==> src/rtl/ft_pkg.sv <==
// Shared fault-tolerance definitions: recovery FSM states, register-file
// sizing helper and the width of the saturating recovery counter.
package ft_pkg;

  typedef enum logic [1:0] {
    REC_IDLE,
    REC_COPY,
    REC_DONE
  } rec_state_e;

  localparam int REC_CNT_W   = 8;
  localparam int REC_CNT_MAX = (1 << REC_CNT_W) - 1;

  // Number of architectural registers addressed by an addr_w-bit index.
  function automatic int num_reg(input int addr_w);
    return 1 << addr_w;
  endfunction

endpackage

==> src/rtl/recovery_writer.sv <==
// Restores the core register file from the checkpoint register file while
// the replay controller walks the register addresses. Each register is
// written once; repeated addresses are dropped via a written-bitmap.
module recovery_writer
  import ft_pkg::*;
#(
  parameter int ADDR_WIDTH = 5,
  parameter int DATA_WIDTH = 32,
  parameter bit SKIP_ZERO  = 1'b1
) (
  input  logic                  clk,
  input  logic                  rst,
  input  logic                  halt_i,
  input  logic                  resume_i,
  input  logic [ADDR_WIDTH-1:0] replay_addr_i,
  output logic [ADDR_WIDTH-1:0] rf_raddr_o,
  input  logic [DATA_WIDTH-1:0] rf_rdata_i,
  output logic                  rf_we_o,
  output logic [ADDR_WIDTH-1:0] rf_waddr_o,
  output logic [DATA_WIDTH-1:0] rf_wdata_o,
  output logic                  core_halt_o,
  output logic                  recovery_done_o,
  output logic                  incomplete_o,
  output logic [REC_CNT_W-1:0]  recovery_cnt_o
);

  localparam int NUM_REG = num_reg(ADDR_WIDTH);
  localparam int CNT_W   = ADDR_WIDTH + 1;

  // Register 0 is pre-marked as written when it is hardwired to zero.
  localparam logic [CNT_W-1:0]   TARGET      = SKIP_ZERO ? CNT_W'(NUM_REG - 1) : CNT_W'(NUM_REG);
  localparam logic [NUM_REG-1:0] BITMAP_INIT = NUM_REG'(SKIP_ZERO);

  rec_state_e             state_q;
  logic                   halt_q;
  logic                   s1_valid_q;
  logic [ADDR_WIDTH-1:0]  s1_addr_q;
  logic [NUM_REG-1:0]     bitmap_q, bitmap_d;
  logic [CNT_W-1:0]       wr_cnt_q, wr_cnt_d;
  logic                   done_q;
  logic                   core_halt_q;
  logic                   incomplete_q;
  logic [REC_CNT_W-1:0]   rec_cnt_q;

  logic write_ok;
  logic completing;
  logic abort_req;
  logic we;

  // Write-stage decision: a fresh address writes unless an abort squashes it;
  // the write that completes the restore always wins over an abort request.
  always_comb begin
    write_ok   = (state_q == REC_COPY) && s1_valid_q && !bitmap_q[s1_addr_q];
    completing = write_ok && ((wr_cnt_q + CNT_W'(1)) == TARGET);
    abort_req  = (state_q == REC_COPY) && (resume_i || !halt_i) && !completing;
    we         = write_ok && !abort_req;
    bitmap_d   = bitmap_q;
    wr_cnt_d   = wr_cnt_q;
    if (we) begin
      bitmap_d[s1_addr_q] = 1'b1;
      wr_cnt_d            = wr_cnt_q + CNT_W'(1);
    end
  end

  assign rf_raddr_o      = replay_addr_i;
  assign rf_we_o         = we;
  assign rf_waddr_o      = we ? s1_addr_q : '0;
  assign rf_wdata_o      = we ? rf_rdata_i : '0;
  assign core_halt_o     = core_halt_q;
  assign recovery_done_o = done_q;
  assign incomplete_o    = incomplete_q;
  assign recovery_cnt_o  = rec_cnt_q;

  // Recovery FSM with its read pipeline stage, bitmap and registered status outputs.
  always_ff @(posedge clk or posedge rst) begin
    if (rst) begin
      state_q      <= REC_IDLE;
      halt_q       <= 1'b0;
      s1_valid_q   <= 1'b0;
      s1_addr_q    <= '0;
      bitmap_q     <= '0;
      wr_cnt_q     <= '0;
      done_q       <= 1'b0;
      core_halt_q  <= 1'b0;
      incomplete_q <= 1'b0;
      rec_cnt_q    <= '0;
    end else begin
      halt_q <= halt_i;
      done_q <= 1'b0;
      unique case (state_q)
        REC_IDLE: begin
          s1_valid_q <= 1'b0;
          if (halt_i && !halt_q) begin
            state_q     <= REC_COPY;
            core_halt_q <= 1'b1;
            bitmap_q    <= BITMAP_INIT;
            wr_cnt_q    <= '0;
          end
        end
        REC_COPY: begin
          bitmap_q <= bitmap_d;
          wr_cnt_q <= wr_cnt_d;
          if (completing) begin
            state_q    <= REC_DONE;
            done_q     <= 1'b1;
            s1_valid_q <= 1'b0;
            if (rec_cnt_q != REC_CNT_W'(REC_CNT_MAX)) begin
              rec_cnt_q <= rec_cnt_q + REC_CNT_W'(1);
            end
          end else if (abort_req) begin
            state_q      <= REC_IDLE;
            incomplete_q <= 1'b1;
            core_halt_q  <= 1'b0;
            s1_valid_q   <= 1'b0;
          end else begin
            s1_valid_q <= 1'b1;
            s1_addr_q  <= replay_addr_i;
          end
        end
        REC_DONE: begin
          state_q     <= REC_IDLE;
          core_halt_q <= 1'b0;
        end
        default: begin
          state_q <= REC_IDLE;
        end
      endcase
    end
  end

endmodule

==> config.mk <==
export PLATFORM = sky130hd
export DESIGN_NAME = recovery_writer
export DESIGN_NICKNAME = d
export VERILOG_FILES = /design/src/rtl/ft_pkg.sv /design/src/rtl/recovery_writer.sv
export SDC_FILE = /design/constraint.sdc
export NUM_CORES = 1
export LEC_CHECK = 0
export BUFFER_PORTS_ARGS = -buffer_cell sky130_fd_sc_hd__buf_2
export CORE_MARGIN = 1
export CORE_UTILIZATION = 57
export DETAILED_ROUTE_END_ITERATION = 12
export PLACE_DENSITY = 0.92
export SYNTH_ARGS = -nofsm -noshare
export SYNTH_HDL_FRONTEND = slang
export SYNTH_SLANG_ARGS = --single-unit
==> constraint.sdc <==
create_clock -name clk -period 6.8 [get_ports clk]
set_clock_uncertainty 0.1 [all_clocks]
set_input_delay 0.68 -clock clk [delete_from_list [all_inputs] [get_ports clk]]
set_output_delay 0.68 -clock clk [all_outputs]
set_load 0.03 [all_outputs]
# ---- After elaboration in Yosys (flattened, before gate mapping)
# Index checks and enable logic that the tools add are counted.
dict set report word_totals {
  ff_bits 58
  output_inout_bits 54
  elab_cells 74
}
dict set report classes {
  add_sub_neg 2
  magnitude_cmp 2
  n_eq_ne 9
  mux 25
  bitwise_logic 3
  n_reduce_logical 23
}
# operator n
set op_table {}
lappend op_table {{$mux 32} 3}
lappend op_table {{$pmux 32 s2} 1}
lappend op_table {{$or 32x32->32} 1}
lappend op_table {{$mux 6} 2}
lappend op_table {{$pmux 6 s2} 1}
lappend op_table {{$reduce_and 3->1} 4}
lappend op_table {{$mux 1} 9}
lappend op_table {{$add 8x1->8 const B} 1}
lappend op_table {{$logic_and 1x1->1} 8}
lappend op_table {{$ne 2x2->1 const B} 4}
lappend op_table {{$ne 8x8->1 const B} 1}
lappend op_table {{$add 6x1->6 const B} 1}
lappend op_table {{$eq 6x5->1 const B} 1}
lappend op_table {{$lt 5x6->1 const B} 1}
lappend op_table {{$mux 2} 3}
lappend op_table {{$bmux 1 s5} 1}
lappend op_table {{$demux 1 s5} 1}
lappend op_table {{$ge 5x1->1 const B} 1}
lappend op_table {{$logic_not 1->1} 5}
lappend op_table {{$mux 5} 1}
lappend op_table {{$pmux 2 s2} 1}
lappend op_table {{$reduce_and 4->1} 1}
lappend op_table {{$ne 3x3->1 const B} 1}
lappend op_table {{$pmux 1 s3} 1}
lappend op_table {{other kinds (9)} 10}

# ---- Depth between registers and ports, before layout
dict set report logic_depth {
  depth_word 11
  ltp_mapped 11
  mapped_depth_nobuf 9
}

# ---- Least setup slack after synthesis
# OpenSTA, ideal clock, no wires.
dict set report synth_path {
  path_kind {flip-flop to output port}
  startpoint {reg s1_addr_q[0]}
  endpoint {out rf_waddr_o[0]}
  arrival_time_ps 2363
  t_required_ps 6020
  setup_slack_ps 3657
  stages_incl_launch_ff 7
  n_path_buf 1
  path_cell_list {dfrtp_1 buf_6 mux4_2 a41o_1 a31oi_4 nand4_4 a211oi_1}
}
dict set report synth_between {
  elab_chain_len 10
}
# item line
set synth_rtl {}
lappend synth_rtl {{from (decl)} recovery_writer.sv:37} ;# logic [ADDR_WIDTH-1:0] s1_addr_q;
lappend synth_rtl {{from (signal assigned)} recovery_writer.sv:117} ;# s1_addr_q <= replay_addr_i;
lappend synth_rtl {{$bmux 1 s5} recovery_writer.sv:53} ;# write_ok = (state_q == REC_COPY) && s1_valid_q && !bitmap_q[s1_addr_q];
lappend synth_rtl {{$mux 1 (implied by the code)} recovery_writer.sv:53}
lappend synth_rtl {{$logic_not 1->1} recovery_writer.sv:53}
lappend synth_rtl {{$logic_and 1x1->1} recovery_writer.sv:53}
lappend synth_rtl {{$logic_and 1x1->1} recovery_writer.sv:54} ;# completing = write_ok && ((wr_cnt_q + CNT_W'(1)) == TARGET);
lappend synth_rtl {{$logic_not 1->1} recovery_writer.sv:55} ;# abort_req = (state_q == REC_COPY) && (resume_i || !halt_i) && !completing;
lappend synth_rtl {{$logic_and 1x1->1} recovery_writer.sv:55}
lappend synth_rtl {{$logic_not 1->1} recovery_writer.sv:56} ;# we = write_ok && !abort_req;
lappend synth_rtl {{$logic_and 1x1->1} recovery_writer.sv:56}
lappend synth_rtl {{$mux 5 (*)} recovery_writer.sv:67} ;# assign rf_waddr_o = we ? s1_addr_q : '0;
lappend synth_rtl {{to (decl)} recovery_writer.sv:19} ;# output logic [ADDR_WIDTH-1:0] rf_waddr_o,
# Mark *: on every way between the ends. The rest lies on a longest branch, timed or not. The select of a mux whose other input is x is not followed.

# ---- Worst setup path in the final report
dict set report layout_path {
  startpoint {reg s1_addr_q[1]}
  endpoint {out rf_waddr_o[3]}
}
dict set report layout_between {
  elab_chain_len 10
}
# item line
set layout_rtl {}
lappend layout_rtl {{$bmux 1 s5 (*)} recovery_writer.sv:53}
lappend layout_rtl {{$mux 1 (implied by the code) (*)} recovery_writer.sv:53}
lappend layout_rtl {{$logic_not 1->1 (*)} recovery_writer.sv:53}
lappend layout_rtl {{$logic_and 1x1->1 (*)} recovery_writer.sv:53}
lappend layout_rtl {{$logic_and 1x1->1} recovery_writer.sv:54}
lappend layout_rtl {{$logic_not 1->1} recovery_writer.sv:55}
lappend layout_rtl {{$logic_and 1x1->1} recovery_writer.sv:55}
lappend layout_rtl {{$logic_not 1->1} recovery_writer.sv:56}
lappend layout_rtl {{$logic_and 1x1->1 (*)} recovery_writer.sv:56}
lappend layout_rtl {{$mux 5 (*)} recovery_writer.sv:67}
# Marks and branches as above.

==> impl_metrics.yaml <==
status:
  status: "complete, no violations"
sta:
  max-slew-margin-rel_pct: 34.34
  rsz0062_at_grt: "false"
  setup_viol: 0
  tightest_slew_ns: 0.9849
  layout_setup_ws_ns: 2.477
  timing.final.hold_violations: 0
  period_minus_slack_ns: 4.323
  timing.fmax_ghz: 0.2313
  tns_ns: 0
  fin_crit_sh_pct: 63.57
  report.final.slew_viol_count: 0
worst_hold_path:
  whs_endpoint: "incomplete_o$_DFFE_PP0P_"
  min_from: "incomplete_o$_DFFE_PP0P_"
  hold_path_class: "flop to flop"
  holdPathStages: 1
logic_synthesis:
  synth-simple-area-share_pct: 19.52
  synthesis.area_um2: 3520
  synth_compound_area_share_pct: 19.34
  synthMuxAreaShare_pct: 7.252
  synth_top_family_by_area: "simple AND/OR/NAND/NOR gates"
  yosysWarnings: 0
  synthFlopType: "dfrtp_1"
  ys_ff_latch: 58
  syn-num-nets: 420
  synth_xor_area_share_pct: 1.244
  synthDistinctLibCells: 56
  async_flop_share_pct: 100.0
  syn_avg_cell_area_um2: 9.436
  synth_edf_count: 0
  yosysSeqAreaShare_pct: 41.24
  postSynthCellCount: 373
  synth_fa_ha_area_share_pct: 2.133
place:
  placed_cell_area_um2: 3948
  io_buffers: 94
  routabilityCongestion: 0.8361
  dp.cells: 517
  place_hpwl_mm: 5.884
  post-place-ws_ns: 2.869
drt:
  via_per_inst: 5.844
  wl_met2_mm: 4.308
  drt_first_iter_violations: 256
  wl_per_cell_um: 16.07
  route.met3.wl_um: 632
  drcViolationCount: 0
  wirelength_mm: 8.565
  highest_layer: "met4"
  dr.pass1.iters: 4
  vias: 3115
  drt-met1-wl_mm: 3.406
  antenna_left: 0
layout:
  final_area_um2: 4199
  drive_gt1_share_pct: 30.13
  layout.cells.most_common: "buf_2"
  final_cell_mix: "buf_2 (94), dfrtp_1 (58), inv_1 (40)"
  final_util_pct: 70.50
  final_nets: 500
  insertedDiodeCount: 0
  fin_cells: 533
  fillCellCount: 459
  syn_to_final_growth_pct: 19.30
cts:
  max-clock-path-buffers: 2
  cts_buffers: 9
  clk-insertion-delay-late_ns: 0.34
  cts-root-buf: "clkbuf_8"
  ctsResizeCount: 0
  cts_setup_buffers: 0
  h-tree-depth: 3
  hold_buffers: 0
  path_clk_slew_ns: 0.07
  cts_sinks: 58
  cts_tree: "built"
setup_path:
  cp.arrival_ns: 3.54
  startpoint_type: "flop"
  crit_buf_inv: 2
  crit_family: "flip-flops"
  rr_worst_depth: 7
  r2r-start: "s1_addr_q[1]$_DFFE_PP0P_"
  crit_type: "flop to primary output"
  critPathMaxFanout: 56
  endpoint_kind: "primary output"
  r2r_end: "bitmap_q[9]$_DFFE_PP0P_"
  crit_required_ns: 6.02
  path_cells: "mux4_2 -> nor2_1 -> o41a_1 -> nand4_4 -> clkinv_2 -> and2_1 -> buf_2"
  ff2ff_setup_slack_ns: 3.21
  slowest_stage: "dfrtp_1"
  max_stage_delay_ns: 0.99
pwr:
  power.density_nw_per_um2: 358.0
  leakage_nw: 1.973
  ir_drop_uv: 198.4
grt:
  grt_pass1_vias: 3044
  antenna_found_initial: 0
  grt_max_degree: 59
  grt_pass1_wl_mm: 13.64
  grt_overflow: 0
  track_usage_pct: 28.18
floorplan:
  pin_count: 95
  dieArea_um2: 6493
  die_w_um: 80.58
  fp.dieH_um: 80.58
  start_util_pct: 59.10
  core_area_um2: 5956
  num_rows: 28
job:
  drv_cap: 0
-- worst max-delay path by stage --
stage / from / slack, ns / cells past startpoint / endpoint
2_1_floorplan: s1_addr_q[0]$_DFFE_PP0P_ / 3.66 / 6 / rf_waddr_o[0]
3_3_place_gp: s1_addr_q[1]$_DFFE_PP0P_ / 3.00 / 7 / rf_wdata_o[15]
3_5_place_dp: s1_addr_q[1]$_DFFE_PP0P_ / 2.87 / 7 / rf_wdata_o[11]
4_1_cts: s1_addr_q[1]$_DFFE_PP0P_ / 2.47 / 7 / rf_wdata_o[11]
5_1_grt: s1_addr_q[1]$_DFFE_PP0P_ / 2.29 / 7 / rf_wdata_o[0]
6_report: s1_addr_q[1]$_DFFE_PP0P_ / 2.48 / 7 / rf_waddr_o[3]
-- logic make-up (layout without fill, tap and decap cells) --
| kind of cell | after synthesis | after routing |
|---|---|---|
| flops | 58 | 58 |
| xor+xnor | 5 | 5 |
| mux | 18 | 18 |
| simple gates | 128 | 128 |
| buf+inv | 71 | 156 |
| compound gates | 87 | 87 |
| fa+ha+maj | 6 | 6 |
-- cell type report --
| class | count | area (um2) | share of cell area (%) |
|---|---|---|---|
| Timing Repair Buffer | 97 | 493.0 | 11.74 |
| Multi-Input combinational cell | 244 | 1747 | 41.60 |
| Clock buffer | 11 | 151.4 | 3.605 |
| Inverter | 43 | 162.7 | 3.874 |
| Sequential cell | 58 | 1451 | 34.56 |
| Clock inverter | 5 | 100.1 | 2.384 |
| Tap cell | 75 | 93.84 | 2.235 |
-- metrics by stage --
stage / hold slack (ns) / total power (W)
final: 0.3711 / 0.001503
after global routing: 0.3712 / 0.001579
after CTS: 0.3599 / 0.001498
after detailed placement: 0.3604 / 0.001090
after global placement: 0.3540 / 0.001062
after floorplan: 0.3385 / 0.0009567
-- sequential cells by signal, indices dropped and copies added (netlist names) --
| name | cells |
|---|---|
| incomplete_o | 1 |
| core_halt_o | 1 |
| halt_q | 1 |
| bitmap_q | 32 |
| recovery_done_o | 1 |
| s1_valid_q | 1 |
| wr_cnt_q | 6 |
| recovery_cnt_o | 8 |
| s1_addr_q | 5 |
| state_q | 2 |
-- report_power, final --
group / total [W] / internal, W / switching [W]
combinational: 0.000567 / 0.000204 / 0.000363
sequential: 0.000534 / 0.000407 / 0.000127
clock: 0.000402 / 0.000262 / 0.000140
total: 0.00150 / 0.000873 / 0.000630
-- routing by layer --
metal | vias up | track usage, %
li1 | 1462 | -
met3 | 20 | 4.432
met4 | 0 | 16.07
met1 | 1464 | 33.65
met5 | - | 0
met2 | 169 | 47.97
-- Yosys cell counts, types with 2 or more instances --
library cell | instances | area [um2]
o21bai_1 | 2 | 15.01
nor4_1 | 2 | 12.51
nor3_1 | 16 | 80.08
xor2_1 | 4 | 35.03
nor2b_1 | 2 | 12.51
ha_1 | 6 | 75.07
nand3_1 | 4 | 20.02
mux4_2 | 5 | 112.6
mux2i_1 | 3 | 30.03
a211o_1 | 4 | 35.03
o211ai_1 | 8 | 60.06
o311a_1 | 3 | 30.03
inv_1 | 41 | 153.9
buf_4 | 5 | 37.54
nand2b_1 | 5 | 31.28
a211oi_1 | 17 | 127.6
buf_2 | 10 | 50.05
nor3b_1 | 3 | 22.52
a221o_1 | 3 | 30.03
dfrtp_1 | 58 | 1451
a31oi_1 | 4 | 25.02
nand4_1 | 2 | 12.51
o21ai_0 | 5 | 25.02
mux2_2 | 9 | 101.4
and2_1 | 37 | 231.5
a21oi_1 | 19 | 95.09
nand2_1 | 18 | 67.56
clkbuf_1 | 8 | 30.03
nor2_1 | 33 | 123.9
o2111ai_1 | 8 | 70.07
buf_6 | 2 | 22.52
o211ai_4 | 2 | 42.54
nand3b_1 | 2 | 15.01
No activity file was read; power rests on OpenSTA's default activity.
